<file path="config.mk">
export PLATFORM = sky130hd
export DESIGN_NAME = handshake_tx
export DESIGN_NICKNAME = d
export VERILOG_FILES = /design/src/rtl/handshake_tx.sv
export SDC_FILE = /design/constraint.sdc
export NUM_CORES = 1
export LEC_CHECK = 0
export CAP_MARGIN = 40
export CORE_ASPECT_RATIO = 0.9
export CORE_UTILIZATION = 38
export CTS_BUF_LIST = sky130_fd_sc_hd__clkbuf_2
export DETAILED_ROUTE_END_ITERATION = 10
export PLACE_DENSITY = 0.81
export SETUP_SLACK_MARGIN = 0.05
export SKIP_LAST_GASP = 1
export SLEW_MARGIN = 25
export SYNTH_ARGS = -nofsm -noshare
export SYNTH_HDL_FRONTEND = slang
export SYNTH_SLANG_ARGS = --single-unit
</file>
<file path="constraint.sdc">
create_clock -name clk -period 1.1 [get_ports clk]
set_input_delay 0.22 -clock clk [delete_from_list [all_inputs] [get_ports clk]]
set_output_delay 0.22 -clock clk [all_outputs]
set_load 0.005 [all_outputs]
</file>
<file path="src/rtl/handshake_tx.sv">
// handshake_tx: source side of a 4-phase req/ack handshake for clock-domain crossings.
// Define HS_TIMEOUT_EN to add the REQ-state timeout with a one-cycle `err` pulse.
module handshake_tx #(
   parameter int unsigned WIDTH          = 8,
   parameter int unsigned SYNC_STAGES    = 2,
   parameter int unsigned TIMEOUT_CYCLES = 255
) (
   input  logic             clk,
   input  logic             reset,
   input  logic [WIDTH-1:0] data,
   input  logic             send,
   output logic             busy,
   output logic             done,
   output logic             err,
   output logic             req_out,
   output logic [WIDTH-1:0] data_out,
   input  logic             ack_in
);

   typedef enum logic [1:0] {IDLE, REQ, RELEASE} state_t;

   state_t                 state_q, state_d;
   logic [SYNC_STAGES-1:0] ack_sync_q;
   logic                   ack_s;
   logic                   req_d, busy_d, done_d;
   logic [WIDTH-1:0]       data_d;

   if (SYNC_STAGES < 2 || TIMEOUT_CYCLES < 1) begin : g_param_check
      $error("handshake_tx: SYNC_STAGES must be >= 2 and TIMEOUT_CYCLES >= 1");
   end

   assign ack_s = ack_sync_q[SYNC_STAGES-1];

`ifdef HS_TIMEOUT_EN
   localparam int unsigned CNT_W = (TIMEOUT_CYCLES > 2) ? $clog2(TIMEOUT_CYCLES) : 1;

   logic [CNT_W-1:0] cnt_q, cnt_d;
   logic             tmo_q, tmo_d;
   logic             err_d;
`else
   assign err = 1'b0;
`endif

   // Next-state and next-output decode
   always_comb begin
      state_d = state_q;
      req_d   = req_out;
      data_d  = data_out;
      busy_d  = busy;
      done_d  = 1'b0;
`ifdef HS_TIMEOUT_EN
      cnt_d   = cnt_q;
      tmo_d   = tmo_q;
      err_d   = 1'b0;
`endif
      unique case (state_q)
         IDLE: begin
            if (send) begin
               data_d  = data;
               req_d   = 1'b1;
               busy_d  = 1'b1;
               state_d = REQ;
`ifdef HS_TIMEOUT_EN
               cnt_d   = '0;
               tmo_d   = 1'b0;
`endif
            end
         end
         REQ: begin
            // A synchronized ack on the expiry edge takes priority over the timeout
            if (ack_s) begin
               req_d   = 1'b0;
               state_d = RELEASE;
            end
`ifdef HS_TIMEOUT_EN
            else if (cnt_q == CNT_W'(TIMEOUT_CYCLES - 1)) begin
               req_d   = 1'b0;
               err_d   = 1'b1;
               tmo_d   = 1'b1;
               state_d = RELEASE;
            end else begin
               cnt_d   = cnt_q + CNT_W'(1);
            end
`endif
         end
         RELEASE: begin
            if (!ack_s) begin
               busy_d  = 1'b0;
               state_d = IDLE;
`ifdef HS_TIMEOUT_EN
               done_d  = ~tmo_q;
`else
               done_d  = 1'b1;
`endif
            end
         end
         default: begin
            req_d   = 1'b0;
            busy_d  = 1'b0;
            state_d = IDLE;
         end
      endcase
   end

   // State, output and ack synchronizer registers
   always_ff @(posedge clk) begin
      if (reset) begin
         state_q    <= IDLE;
         ack_sync_q <= '0;
         req_out    <= 1'b0;
         data_out   <= '0;
         busy       <= 1'b0;
         done       <= 1'b0;
`ifdef HS_TIMEOUT_EN
         cnt_q      <= '0;
         tmo_q      <= 1'b0;
         err        <= 1'b0;
`endif
      end else begin
         state_q    <= state_d;
         ack_sync_q <= {ack_sync_q[SYNC_STAGES-2:0], ack_in};
         req_out    <= req_d;
         data_out   <= data_d;
         busy       <= busy_d;
         done       <= done_d;
`ifdef HS_TIMEOUT_EN
         cnt_q      <= cnt_d;
         tmo_q      <= tmo_d;
         err        <= err_d;
`endif
      end
   end

endmodule

</file>
# Yosys cells after proc, flatten, opt, wreduce, memory -nomap -nowiden
# Index checks and enable logic that the tools add are counted.
[totals]
register_bits = 15
out_inout_bits = 12
[op_classes]
n_eq_ne = 5
mux = 10
bitwise = 2
n_reduce_logical = 6
[ops]
columns = ["cell", "count"]
rows = [
  ["3-bit AND reduction", 3],
  ["2-bit two-way mux", 3],
  ["2-bit != test, second input constant", 3],
  ["1-bit case mux with 3 select lines", 2],
  ["2-bit case mux with 3 select lines", 1],
  ["1-bit two-way mux", 4],
  ["2-bit by 1-bit equality test with 1-bit output, second input constant", 1],
  ["2-bit equality test, second input constant", 1],
  ["2-bit logical NOT", 1],
  ["1-bit inverter", 2],
  ["2-bit AND reduction", 1],
  ["2-bit OR reduction", 1],
]

# Depth between registers and ports, before layout
[depth]
depth_word = 3
ltp_mapped = 5
depth_no_buf = 3

# Worst setup path before layout
# Ideal clock, no wire load.
[synth_timing]
kind = "register -> register"
start = "reg state_q[1]"
end = "reg data_out[0]"
t_arrival_ns = 1.019
required_time_ns = 0.968
path_slack_ns = -0.051
path_stages_with_launch = 6
n_path_buf = 2
synth_period_minus_slack_ns = 1.151
path_cell_list = "dfxtp_1 > buf_6 > or3b_1 > buf_6 > nand2_1 > a21oi_1"
[synth_between]
elab_chain_cells = 2
[synth_rtl]
columns = ["element", "line", "source"]
rows = [
  ["start, declared", "22", "state_t state_q, state_d;"],
  ["start signal, assigned", "120", "state_q <= state_d;"],
  ["2-bit logical NOT", "56", "unique case (state_q)"],
  ["2-bit AND reduction (no line)", "-", ""],
  ["end signal, assigned", "123", "data_out <= data_d;"],
  ["end, declared", "16", "output logic [WIDTH-1:0] data_out,"],
]
# Every way passes these cells.
# A chain may end at the register's enable or synchronous reset.

# Worst setup path in the final report
[layout_timing]
start = "reg state_q[0]"
end = "reg req_out"
[layout_between]
elab_chain_cells = 3
[layout_rtl]
columns = ["element", "line", "source"]
rows = [
  ["2-bit by 1-bit equality test with 1-bit output, or another cell as far along", "56", ""],
  ["2-bit != test (no line) / 1-bit inverter (equally long branches)", "-", ""],
  ["3-bit AND reduction (no line)", "-", ""],
  ["end signal, assigned", "122", "req_out <= req_d;"],
  ["end, declared", "15", "output logic req_out,"],
]
# Several ways; a longest one is shown, not always the timed one.

==> results.py <==
metrics = {
    "global_route": {
        "grt_pass1_vias": 469,
        "antenna_found_initial": 0,
        "grtUsageTotal_pct": 16.9,
        "grt_max_degree": 16,
        "grt_first_pass_wirelength_um": 1990,
        "grt_overflow": 0,
    },
    "critical_path": {
        "r2r_start": "state_q[0]$_SDFFE_PP0P_",
        "critical_path_buf_inv_count": 2,
        "rrSetupSlack_ps": -7,
        "critPathMaxFanout": 3,
        "r2r_cells": 4,
        "r2r_end": "req_out$_SDFFE_PP0P_",
        "worstSetupEndpoint": "req_out$_SDFFE_PP0P_",
        "critical_path.endpoint_type": "register",
        "critical_path_arrival_ps": 1300,
        "crit_family": "flip-flops",
        "startpoint": "state_q[0]$_SDFFE_PP0P_",
        "cp_data_required_time_ps": 1290,
        "worstSetupStartpointType": "register",
        "crit_chain": "buf_4 -> buf_6 -> or3b_4 -> o31ai_2",
        "cp_slowest_cell": "dfxtp_2",
        "max_stage_delay_ps": 360,
        "cp_num_cells": 4,
        "crit_type": "register to register",
    },
    "hold_path": {
        "min_path_type": "register to register",
        "min_delay_path_depth": 1,
    },
    "floorplan": {
        "dieHeight_um": 38.4,
        "rows": 12,
        "fp.coreArea_um2": 1310,
        "die_w_um": 42.5,
        "die_area_um2": 1630,
        "start_util_pct": 42.9,
        "ios": 24,
    },
    "placed_design": {
        "io_buffers": 22,
        "gp_congestion": 0.748,
        "dp_hpwl_um": 806,
        "placed_area_um2": 797,
        "post-place-cells": 98,
    },
    "route": {
        "drt-initial-drc-count": 11,
        "avgRoutedWirePerCell_um": 12.3,
        "drc": 0,
        "routed_via_density": 4.99,
        "drt.antenna.violating_nets": 0,
        "first_pass_iters": 4,
        "vias": 529,
        "routed_wirelength_um": 1300,
    },
    "sta": {
        "fmax_mhz": 904,
        "post-route-period-util_pct": 101,
        "hold_slack_ps": 461,
        "fin_ws_ps": -6.57,
        "fin_crit_ps": 1110,
        "finClkSkew_ps": 11.0,
        "slew_violations": 0,
        "hold_viol_final": 0,
        "setup_viol": 1,
        "rsz0062_at_grt": "true",
    },
    "cells_and_area": {
        "syn_to_final_growth_pct": 56.5,
        "drive_gt1_share_pct": 55.4,
        "nets": 105,
        "diodes": 0,
        "layout.cells.non_filler": 106,
        "multi_input_area_um2": 275,
        "fin_area_um2": 877,
        "seqCellArea_um2": 318,
        "fin_util_pct": 67.1,
        "fill_cells": 102,
    },
    "logic_synthesis": {
        "ys_types": 19,
        "ys_seq_area_share_pct": 53.6,
        "ys_seq_elements": 15,
        "yosys-top-cells-area": "dfxtp_1 (54%), nand2_1 (11%), a21oi_1 (9.8%)",
        "synth_top_area_share_pct": 53.6,
        "mappedNetlistArea_um2": 561,
        "synth_warnings": 0,
        "syn_inst": 62,
        "synth_top_area_cell": "dfxtp_1",
        "synth_nets": 74,
        "syn_avg_cell_area_um2": 9.04,
    },
    "outcome": {
        "violations": "setup timing",
        "status": "complete, but fails checks",
    },
    "power_and_ir_drop": {
        "pwr_density_cell_nw_per_um2": 1260,
        "total_power_mw": 1.10,
        "power_leakage_nw": 0.372,
        "irDropWorstVdd_uv": 822,
    },
    "clocking": {
        "cts.sinks": 15,
        "ctsRootBufferMaster": "clkbuf_2",
        "htreeDepth": 1,
        "clkTransAtPathRegs_ps": 140,
        "cts_tree": "yes",
        "cts_buffers": 3,
        "ctsHoldBuffers": 0,
        "clk_path_buf_depth": 2,
        "clk_latency_ps": 280,
    },
    "run": {
        "drv_cap": 0,
    },
}
[per-stage QoR]
stage                     TNS [ps]  setup WS [ps]
after global routing          -246          -39.5
after floorplan               -346          -43.2
after CTS                        0           22.4
final                        -6.57          -6.57
after detailed placement     -3380           -364
after global placement       -3290           -354
[worst min-delay path by stage]
stage | startpoint | endpoint | slack, ps
floorplan | reset | ack_sync_q[0]$_SDFF_PP0_ | 290
global placement | ack_sync_q[0]$_SDFF_PP0_ | ack_sync_q[1]$_SDFF_PP0_ | 420
detailed placement | ack_sync_q[0]$_SDFF_PP0_ | ack_sync_q[1]$_SDFF_PP0_ | 440
CTS | ack_sync_q[1]$_SDFF_PP0_ | done$_SDFF_PP0_ | 460
global route | data[5] | data_out[5]$_SDFFE_PP0P_ | 460
finish | ack_sync_q[0]$_SDFF_PP0_ | ack_sync_q[1]$_SDFF_PP0_ | 460
[cell usage in the layout, fill, tap and decap left out]
cell             Yosys  layout
buf_6                2       3
nor3b_4              0       1
o21bai_1             1       1
dlygate4sd2_1        0       1
a21oi_2              0       4
nand3b_1             1       1
nand2_2              0       4
nand2_4              0       1
clkbuf_2             0      11
nor2b_1              3       2
nand2_1             16      11
clkdlybuf4s50_1      0      10
nor4b_2              0       1
a21oi_1             11       7
inv_1                1       1
o31ai_2              0       1
dfxtp_1             15       3
dfxtp_4              0       1
nor2b_2              0       1
dfxtp_2              0      11
buf_4                1       6
nor3_1               2       2
xnor2_1              1       1
buf_2                1       4
or3b_4               0       2
conb_1               1       1
[cells in the mapped netlist]
cell,n
o21bai_1,1
nor3_1,2
clkbuf_1,1
dfxtp_1,15
buf_2,1
inv_1,1
nand2_1,16
a21oi_1,11
or3b_1,1
xnor2_1,1
o31ai_1,1
conb_1,1
buf_6,2
or3b_2,1
buf_4,1
nand3b_1,1
nor4b_1,1
nor3b_2,1
nor2b_1,3
[area by class of cell]
| cell class | count | share of cell area [%] |
|---|---|---|
| Sequential cell | 15 | 36.2 |
| Multi-Input combinational cell | 41 | 31.4 |
| Timing Repair Buffer | 31 | 27.7 |
| Clock buffer | 4 | 2.28 |
| Tap cell | 14 | 2.00 |
| Inverter | 1 | 0.428 |
[power by group]
group	switching, mW	internal, mW
sequential	0.0205	0.582
combinational	0.0984	0.138
clock	0.167	0.0964
total	0.286	0.817
[kinds of logic after synthesis]
family,after synthesis,share of synthesized area [%]
other,1,0.669
buffers and inverters,6,7.59
DFF,15,53.6
xor gates and xnor gates,1,1.56
and+or+nand+nor,26,24.1
AOI/OAI and AO/OA,13,12.5
[timing repair]
item / 4_1_cts / 5_1_grt
setup buffers: 2 / 2
pin swaps: 9 / 5
gates resized for setup: 46 / 24
endpoints found under the hold margin: 0 / 0
endpoints found under the setup margin: 20 / 16
[layer usage]
metal	vias to the layer above	global-route usage, %	share of wire [%]
met5	-	0	0
met4	0	2.34	1.1
met3	2	8.49	5.9
met2	18	30.0	53
met1	248	18.7	40
li1	261	-	-
[registers in the layout (all words and copies together), names as in the netlist]
signal      count
ack_sync_q      2
req_out         1
data_out        8
done            1
state_q         2
busy            1
Power figures use the tool's default switching activity.
